`config.mk`:
```
export PLATFORM = sky130hd
export DESIGN_NAME = pong_game_ctrl
export DESIGN_NICKNAME = d
export VERILOG_FILES = /design/src/rtl/pong_pkg.sv /design/src/rtl/rise_detect.sv /design/src/rtl/pong_game_ctrl.sv
export SDC_FILE = /design/constraint.sdc
export NUM_CORES = 1
export LEC_CHECK = 0
export CAP_MARGIN = 20
export CORE_UTILIZATION = 40
export CTS_BUF_LIST = sky130_fd_sc_hd__clkbuf_8
export DETAILED_ROUTE_END_ITERATION = 12
export GPL_ROUTABILITY_DRIVEN = 0
export SETUP_SLACK_MARGIN = 0.5
export SLEW_MARGIN = 25
export SYNTH_ARGS = -nofsm -noshare
export SYNTH_HDL_FRONTEND = slang
export SYNTH_SLANG_ARGS = --single-unit
```
`constraint.sdc`:
```
create_clock -name clk -period 2.7 [get_ports clk]
set_input_delay 0.54 -clock clk [delete_from_list [all_inputs] [get_ports clk]]
set_output_delay 0.54 -clock clk [all_outputs]
set_load 0.03 [all_outputs]
```
`src/rtl/pong_pkg.sv`:
```
// Shared types and constants for the Pong match controller and display path.
package pong_pkg;

  typedef enum logic [2:0] {
    IDLE  = 3'd0,
    SERVE = 3'd1,
    PLAY  = 3'd2,
    POINT = 3'd3,
    OVER  = 3'd4
  } game_state_t;

  localparam int SCORE_W      = 4;
  localparam int X_RESOLUTION = 640;
  localparam int Y_RESOLUTION = 480;

  localparam logic [1:0] WIN_NONE = 2'b00;
  localparam logic [1:0] WIN_P1   = 2'b01;
  localparam logic [1:0] WIN_P2   = 2'b10;

endpackage

```
`src/rtl/rise_detect.sv`:
```
// Rising-edge detector: one cycle of 'rise' per low-to-high transition of 'level'.
module rise_detect (
  input  logic clk,
  input  logic reset,
  input  logic level,
  output logic rise
);

  logic prev;

  always_ff @(posedge clk or negedge reset) begin
    if (!reset) prev <= 1'b0;
    else        prev <= level;
  end

  assign rise = level & ~prev;

endmodule

```
`src/rtl/pong_game_ctrl.sv`:
```
// Pong match controller: serve/play/point sequencing, scores and winner.
// state | meaning
// IDLE  | after reset, waiting for a start edge
// SERVE | ball re-centered, serve countdown running
// PLAY  | ball in motion, watching point edges
// POINT | one cycle to test the updated score for a win
// OVER  | match decided, scores/winner held until start edge
module pong_game_ctrl
  import pong_pkg::*;
#(
  parameter int WIN_SCORE   = 7,
  parameter int SERVE_DELAY = 50_000_000
) (
  input  logic               clk,
  input  logic               reset,
  input  logic               start_btn,
  input  logic               player1_point,
  input  logic               player2_point,
  output logic               game_on,
  output logic               ball_reset_n,
  output logic [SCORE_W-1:0] score1,
  output logic [SCORE_W-1:0] score2,
  output logic [1:0]         winner,
  output logic [2:0]         state
);

  localparam int                 CNT_W      = (SERVE_DELAY > 1) ? $clog2(SERVE_DELAY) : 1;
  localparam logic [CNT_W-1:0]   SERVE_LOAD = CNT_W'(SERVE_DELAY - 1);
  localparam logic [SCORE_W-1:0] WIN_VAL    = SCORE_W'(WIN_SCORE);

  game_state_t        cur_state, nxt_state;
  logic [CNT_W-1:0]   serve_cnt, serve_cnt_nxt;
  logic [SCORE_W-1:0] score1_nxt, score2_nxt;
  logic [1:0]         winner_nxt;
  logic               serve_entry;
  logic               start_rise, p1_rise, p2_rise;

  rise_detect u_start (.clk(clk), .reset(reset), .level(start_btn),     .rise(start_rise));
  rise_detect u_p1    (.clk(clk), .reset(reset), .level(player1_point), .rise(p1_rise));
  rise_detect u_p2    (.clk(clk), .reset(reset), .level(player2_point), .rise(p2_rise));

  always_comb begin
    nxt_state     = cur_state;
    score1_nxt    = score1;
    score2_nxt    = score2;
    winner_nxt    = winner;
    serve_cnt_nxt = serve_cnt;
    case (cur_state)
      IDLE, OVER: begin
        if (start_rise) begin
          nxt_state  = SERVE;
          score1_nxt = '0;
          score2_nxt = '0;
          winner_nxt = WIN_NONE;
        end
      end
      SERVE: begin
        if (serve_cnt == '0) nxt_state = PLAY;
        else                 serve_cnt_nxt = serve_cnt - 1'b1;
      end
      PLAY: begin
        // Simultaneous points are a replay: no score, straight back to serve.
        if (p1_rise && p2_rise) begin
          nxt_state = SERVE;
        end else if (p1_rise) begin
          nxt_state  = POINT;
          score1_nxt = score1 + 1'b1;
        end else if (p2_rise) begin
          nxt_state  = POINT;
          score2_nxt = score2 + 1'b1;
        end
      end
      POINT: begin
        if (score1 == WIN_VAL) begin
          nxt_state  = OVER;
          winner_nxt = WIN_P1;
        end else if (score2 == WIN_VAL) begin
          nxt_state  = OVER;
          winner_nxt = WIN_P2;
        end else begin
          nxt_state = SERVE;
        end
      end
      default: nxt_state = IDLE;
    endcase
    serve_entry = (nxt_state == SERVE) && (cur_state != SERVE);
    if (serve_entry) serve_cnt_nxt = SERVE_LOAD;
  end

  always_ff @(posedge clk or negedge reset) begin
    if (!reset) begin
      cur_state    <= IDLE;
      serve_cnt    <= '0;
      score1       <= '0;
      score2       <= '0;
      winner       <= WIN_NONE;
      game_on      <= 1'b0;
      ball_reset_n <= 1'b1;
    end else begin
      cur_state    <= nxt_state;
      serve_cnt    <= serve_cnt_nxt;
      score1       <= score1_nxt;
      score2       <= score2_nxt;
      winner       <= winner_nxt;
      game_on      <= (nxt_state == PLAY);
      ball_reset_n <= ~serve_entry;
    end
  end

  assign state = cur_state;

endmodule

```
# Word level (Yosys, flattened, before mapping)
# Index checks and enable logic that the tools add are counted.
# op_classes
div,0
addsub,3
magnitude_cmp,0
mux,23
n_reduce_logical,12
mul,0
bitwise_logic,7
shift,0
n_eq_ne,16
# ops
op,count
$mux W26,3
$logic_not A26 Y1,1
$sub A26 B1 Y26 const B,1
$mux W4,6
$mux W3,7
$pmux W4 S2,2
$ne A2 B2 Y1 const B,6
$pmux W3 S4,1
$eq A3 B2 Y1 const B,3
$add A4 B1 Y4 const B,2
$eq A4 B3 Y1 const B,2
$eq A3 B1 Y1 const B,2
$mux W2,3
$reduce_bool A2 Y1,3
$reduce_and A5 Y1,1
$not A1 Y1,4
$pmux W2 S2,1
$reduce_and A4 Y1,1
$and A1 B1 Y1,3
$eq A3 B3 Y1 const B,1
$logic_not A3 Y1,1
$ne A3 B1 Y1 const B,1
$ne A3 B3 Y1 const B,1
$reduce_and A3 Y1,1
other kinds (3),4
# totals
wordCells,71
rom_bits,0
input_bits,5
regBits,44
mem_bits_rw,0
latch_bits,0
output_inout_bits,15
memories,0

# Longest topological paths before layout
# depth
ltp_word,10
mapped_depth,8
ltp_nobuf,7

# Hierarchy
# A second synthesis with hierarchy kept.
# unflattened
cells_unflattened,222
area_unflattened_um2,2274.7
# modules_own_cells
mod,area_per_inst_um2,instances,seq_area_each_um2,cells_each
pong_game_ctrl,2158.3,1,1027.2,216
rise_detect,38.8,3,25.0,2

# Worst setup path before layout
# Ideal clock, no wire load.
# synth_path
path_kind,register to register
from,"register cur_state[0], in the netlist state[0]"
to,register serve_cnt[19]
setup_time_ns,0.128
path_buffers,2
setup_slack_ns,0.256
path_stages_with_launch,8
arrival_time_ns,2.316
period_less_slack_ns,2.444
path_cell_list,dfrtp_1 -> buf_6 -> or3b_1 -> buf_6 -> or4_4 -> or4_1 -> o21ai_0 -> nand3b_1
# synth_between
elab_chain_len,8
# synth_rtl
item,line,source
start: declaration,pong_game_ctrl.sv:31,"game_state_t cur_state, nxt_state;"
start signal: assignment,pong_game_ctrl.sv:100,cur_state <= nxt_state;
$mux W3,pong_game_ctrl.sv:68,end else if (p2_rise) begin
$mux W3,pong_game_ctrl.sv:65,end else if (p1_rise) begin
$mux W3,pong_game_ctrl.sv:63,if (p1_rise && p2_rise) begin
$pmux W3 S4,pong_game_ctrl.sv:48,case (cur_state)
$eq A3 B1 Y1,pong_game_ctrl.sv:86,serve_entry = (nxt_state == SERVE) && (cur_state != SERVE);
$logic_and A1 B1 Y1,pong_game_ctrl.sv:86,
$ne A2 B2 Y1 (no source line) or $reduce_bool A2 Y1 (tied branches),n/a,
$reduce_and A2 Y1 (no source line),n/a,
end signal: assignment,pong_game_ctrl.sv:101,serve_cnt <= serve_cnt_nxt;
end: declaration,pong_game_ctrl.sv:32,"logic [CNT_W-1:0] serve_cnt, serve_cnt_nxt;"
# Parallel ways exist; a longest one is shown, timed or not.
# A chain may end at the register's enable or synchronous reset.

# Worst setup path after layout
# layout_path
from,register serve_cnt[9]
to,register serve_cnt[11]
# layout_between
elab_chain_len,7
# layout_rtl
item
branches (longest 7 deep; another with $sub A26 B1 Y26)
# Several ways; the timed one is not identified. The select of a mux whose other input is x is not followed.

==> impl_metrics.csv <==
group,metric,value,unit
outcome,status,"finished clean",
logic_synthesis,synth_seq_cells,44,
detailed_routing,ant_nets,0,
logic_synthesis,synth_commonest_cells,"dfrtp_1, nor2_1, nand2_1",
logic_synthesis,synth_most_common_cell,"dfrtp_1",
setup_path,rr_worst_depth,6,
setup_path,start_kind,"register",
setup_path,r2r-start,"serve_cnt[9]",
pwr,peakVddDrop,0.000465,V
logic_synthesis,yosysWarnings,0,
placement,placed_cells,321,
layout,diodes,0,
sta,finalCritPeriodShare,81.5,%
layout,final_area,0.00287,mm^2
cts,clkSinkCount,44,
logic_synthesis,synth_ff_type,"dfrtp_1",
layout,final_cells,337,
run,max-cap-violations,0,
logic_synthesis,synth_area_leader_cell,"dfrtp_1",
floorplan,initial_core_util,41.8,%
detailed_routing,wl_per_cell,15.5,um
detailed_routing,drtIter0Drc,158,
layout,fin_nets,272,
floorplan,die_area,0.00609,mm^2
sta,timing.fmax,0.455,GHz
cts,insertion_delay,0.30,ns
floorplan,ios,20,
sta,worst_pin_slew,0.730,ns
setup_path,worstReg2RegEnd,"serve_cnt[11]",
grt,antenna_found_initial,0,
pwr,cellLeakagePower,0.00105,uW
sta,finalSetupViolCount,0,
detailed_routing,wl,5220,um
logic_synthesis,syn-cell-area,0.00231,mm^2
pwr,p_int,1080,uW
detailed_routing,route.detailed.drc,0,
sta,report.final.slew_viol_count,0,
placement,io_buffer_count,19,
sta,rsz0062_at_grt,"yes",
logic_synthesis,synthCells,226,
setup_path,cp.arrival,2.38,ns
logic_synthesis,synthArstFlopShare,100,%
setup_path,critPathMaxFanout,9,
setup_path,cp_data_required_time,2.88,ns
placement,hpwl,3720,um
layout,num-fill-cells,517,
pwr,power_frac_seq,51.9,%
sta,slew_headroom,51.3,%
logic_synthesis,yosysUniqueCellTypes,52,
grt,grt_usage,18.3,%
cts,h-tree-depth,2,
grt,grt_max_degree,25,
pwr,switching_share,29.9,%
sta,hold-worst-slack,0.226,ns
grt,globalRoute.totalOverflow,0,
sta,skew,0.0125,ns
sta,hold_violations,0,
cts,max-clock-path-buffers,2,
min_path,hold_class,"primary input to async pin",
logic_synthesis,yosys-top-cells-area,"dfrtp_1, xor2_1, nor2_1, or4_1, nand3_1",
sta,min_period,2.20,ns
floorplan,rows,27,
floorplan,fp.dieH,78.1,um
cts,clkTransAtPathRegs,0.09,ns
floorplan,core_area,0.00554,mm^2
logic_synthesis,synth_area_per_cell,10.2,um^2
cts,clockRootBuffer,"clkbuf_8",
logic_synthesis,synthesis.nets,234,
pwr,power.switching,461,uW
cts,cts_made_buffers,5,
sta,setup-tns-final,0,ns
pwr,power_density,538,mW/mm^2
setup_path,cp-end-kind,"register",
setup_path,crit_type,"register to register",
grt,grt_pass1_vias,1815,
cts,cts_tree,"built",
floorplan,die_x,78.1,um
logic_synthesis,synth_top_area_share,46.5,%
pwr,comb_power_share,20.3,%
setup_path,r2r_slack,0.50,ns
placement,place_area,0.00263,mm^2
detailed_routing,drt_pre_antenna_iters,4,
pwr,p_clk_share,27.9,%
logic_synthesis,ys_seq_area_share,47.6,%
detailed_routing,vias,1911,
logic_synthesis,synth_edf_count,0,
layout,drive_above_1_share,24.2,%
grt,grt_pass1_wl,8760,um
detailed_routing,drt-vias-per-instance,5.67,
layout,area_growth,24.1,%
-- sequential cells by signal, summed over array words and instances (netlist names) --
register,count
u_p1.prev,1
score2,4
serve_cnt,26
game_on,1
u_p2.prev,1
ball_reset_n,1
score1,4
winner,2
state,3
u_start.prev,1
-- power by group through the flow --
| stage | Clock, uW | Combinational (uW) | Sequential (uW) |
|---|---|---|---|
| after detailed placement | 0 | 254 | 816 |
| after CTS | 440 | 293 | 797 |
| after floorplan | 0 | 161 | 815 |
| final | 430 | 313 | 801 |
| after global routing | 466 | 345 | 811 |
| after global placement | 0 | 255 | 814 |
-- placed cells by master (no fill, tap or decap), drive strengths merged, types with 4 or more instances in the layout --
master,n
buf,20
clkbuf,6
clkdlybuf4s50,18
dfrtp,43
inv,4
mux2i,4
nand2,17
nand3,13
nor2,19
nor2b,4
nor3,9
nor4,6
o211ai,6
o21ai,14
o311ai,4
o31ai,5
or3,6
or4,12
xor2,9
-- per-stage QoR --
stage / worst slack, ns / utilization [%] / power (uW)
6_report: 0.501 / 51.8 / 1540
5_1_grt: 0.434 / 51.8 / 1620
4_1_cts: 0.494 / 50.7 / 1530
3_5_place_dp: 0.261 / 47.4 / 1070
3_3_place_gp: 0.310 / 47.4 / 1070
2_1_floorplan: 0.367 / - / 975
-- worst max-delay path, cell delays in order, from the launching register on --
cell and delay [ns]:
dfrtp_2 0.41, or4_4 0.58, or4_4 0.52, buf_4 0.18, o21bai_4 0.21, o311ai_1 0.11, o41ai_1 0.08
-- cell families (layout without fill, tap and decap cells) --
logic type / after synthesis / in the layout / synth area share (%)
AO/OA/AOI/OAI: 42 / 42 / 13.7
XOR/XNOR: 11 / 11 / 4.16
adder cells (fa/ha/maj): 3 / 3 / 1.62
buffers and inverters: 11 / 50 / 3.14
flip-flops: 44 / 44 / 47.6
multiplexers: 4 / 4 / 1.73
AND/OR/NAND/NOR: 111 / 111 / 28.0
-- layout make-up --
cell class	instances	area (um^2)	area share (%)
Tap cell	72	90.1	3.14
Sequential cell	44	1110	38.6
Clock inverter	2	10.0	0.349
Timing Repair Buffer	38	328	11.4
Inverter	4	15.0	0.523
Clock buffer	6	82.6	2.88
Multi-Input combinational cell	171	1240	43.1
-- worst max path at each step --
stage / from / to / slack [ns] / depth (start not counted)
6_report: serve_cnt[9] / serve_cnt[11] / 0.50 / 6
5_1_grt: serve_cnt[9] / serve_cnt[3] / 0.43 / 5
4_1_cts: serve_cnt[0] / game_on / 0.49 / 7
3_5_place_dp: serve_cnt[2] / serve_cnt[3] / 0.26 / 5
3_3_place_gp: serve_cnt[2] / serve_cnt[3] / 0.31 / 5
2_1_floorplan: state[0] / serve_cnt[19] / 0.37 / 7
-- per-layer routing --
| metal | vias up | track usage (%) | wire, um |
|---|---|---|---|
| met5 | - | 0 | 0 |
| met4 | 0 | 5.00 | 73 |
| met3 | 8 | 3.14 | 144 |
| met2 | 38 | 26.9 | 2210 |
| met1 | 934 | 27.6 | 2790 |
| li1 | 931 | - | - |
-- timing repair --
| item | 4_1_cts | 5_1_grt |
|---|---|---|
| cloned | 0 | 0 |
| setup buffers | 7 | 1 |
| pin swaps | 3 | 2 |
| endpoints found under the setup margin | 24 | 18 |
| hold buffers | 0 | 0 |
| gates resized for setup | 10 | 13 |
No activity file was read; power rests on OpenSTA's default activity.
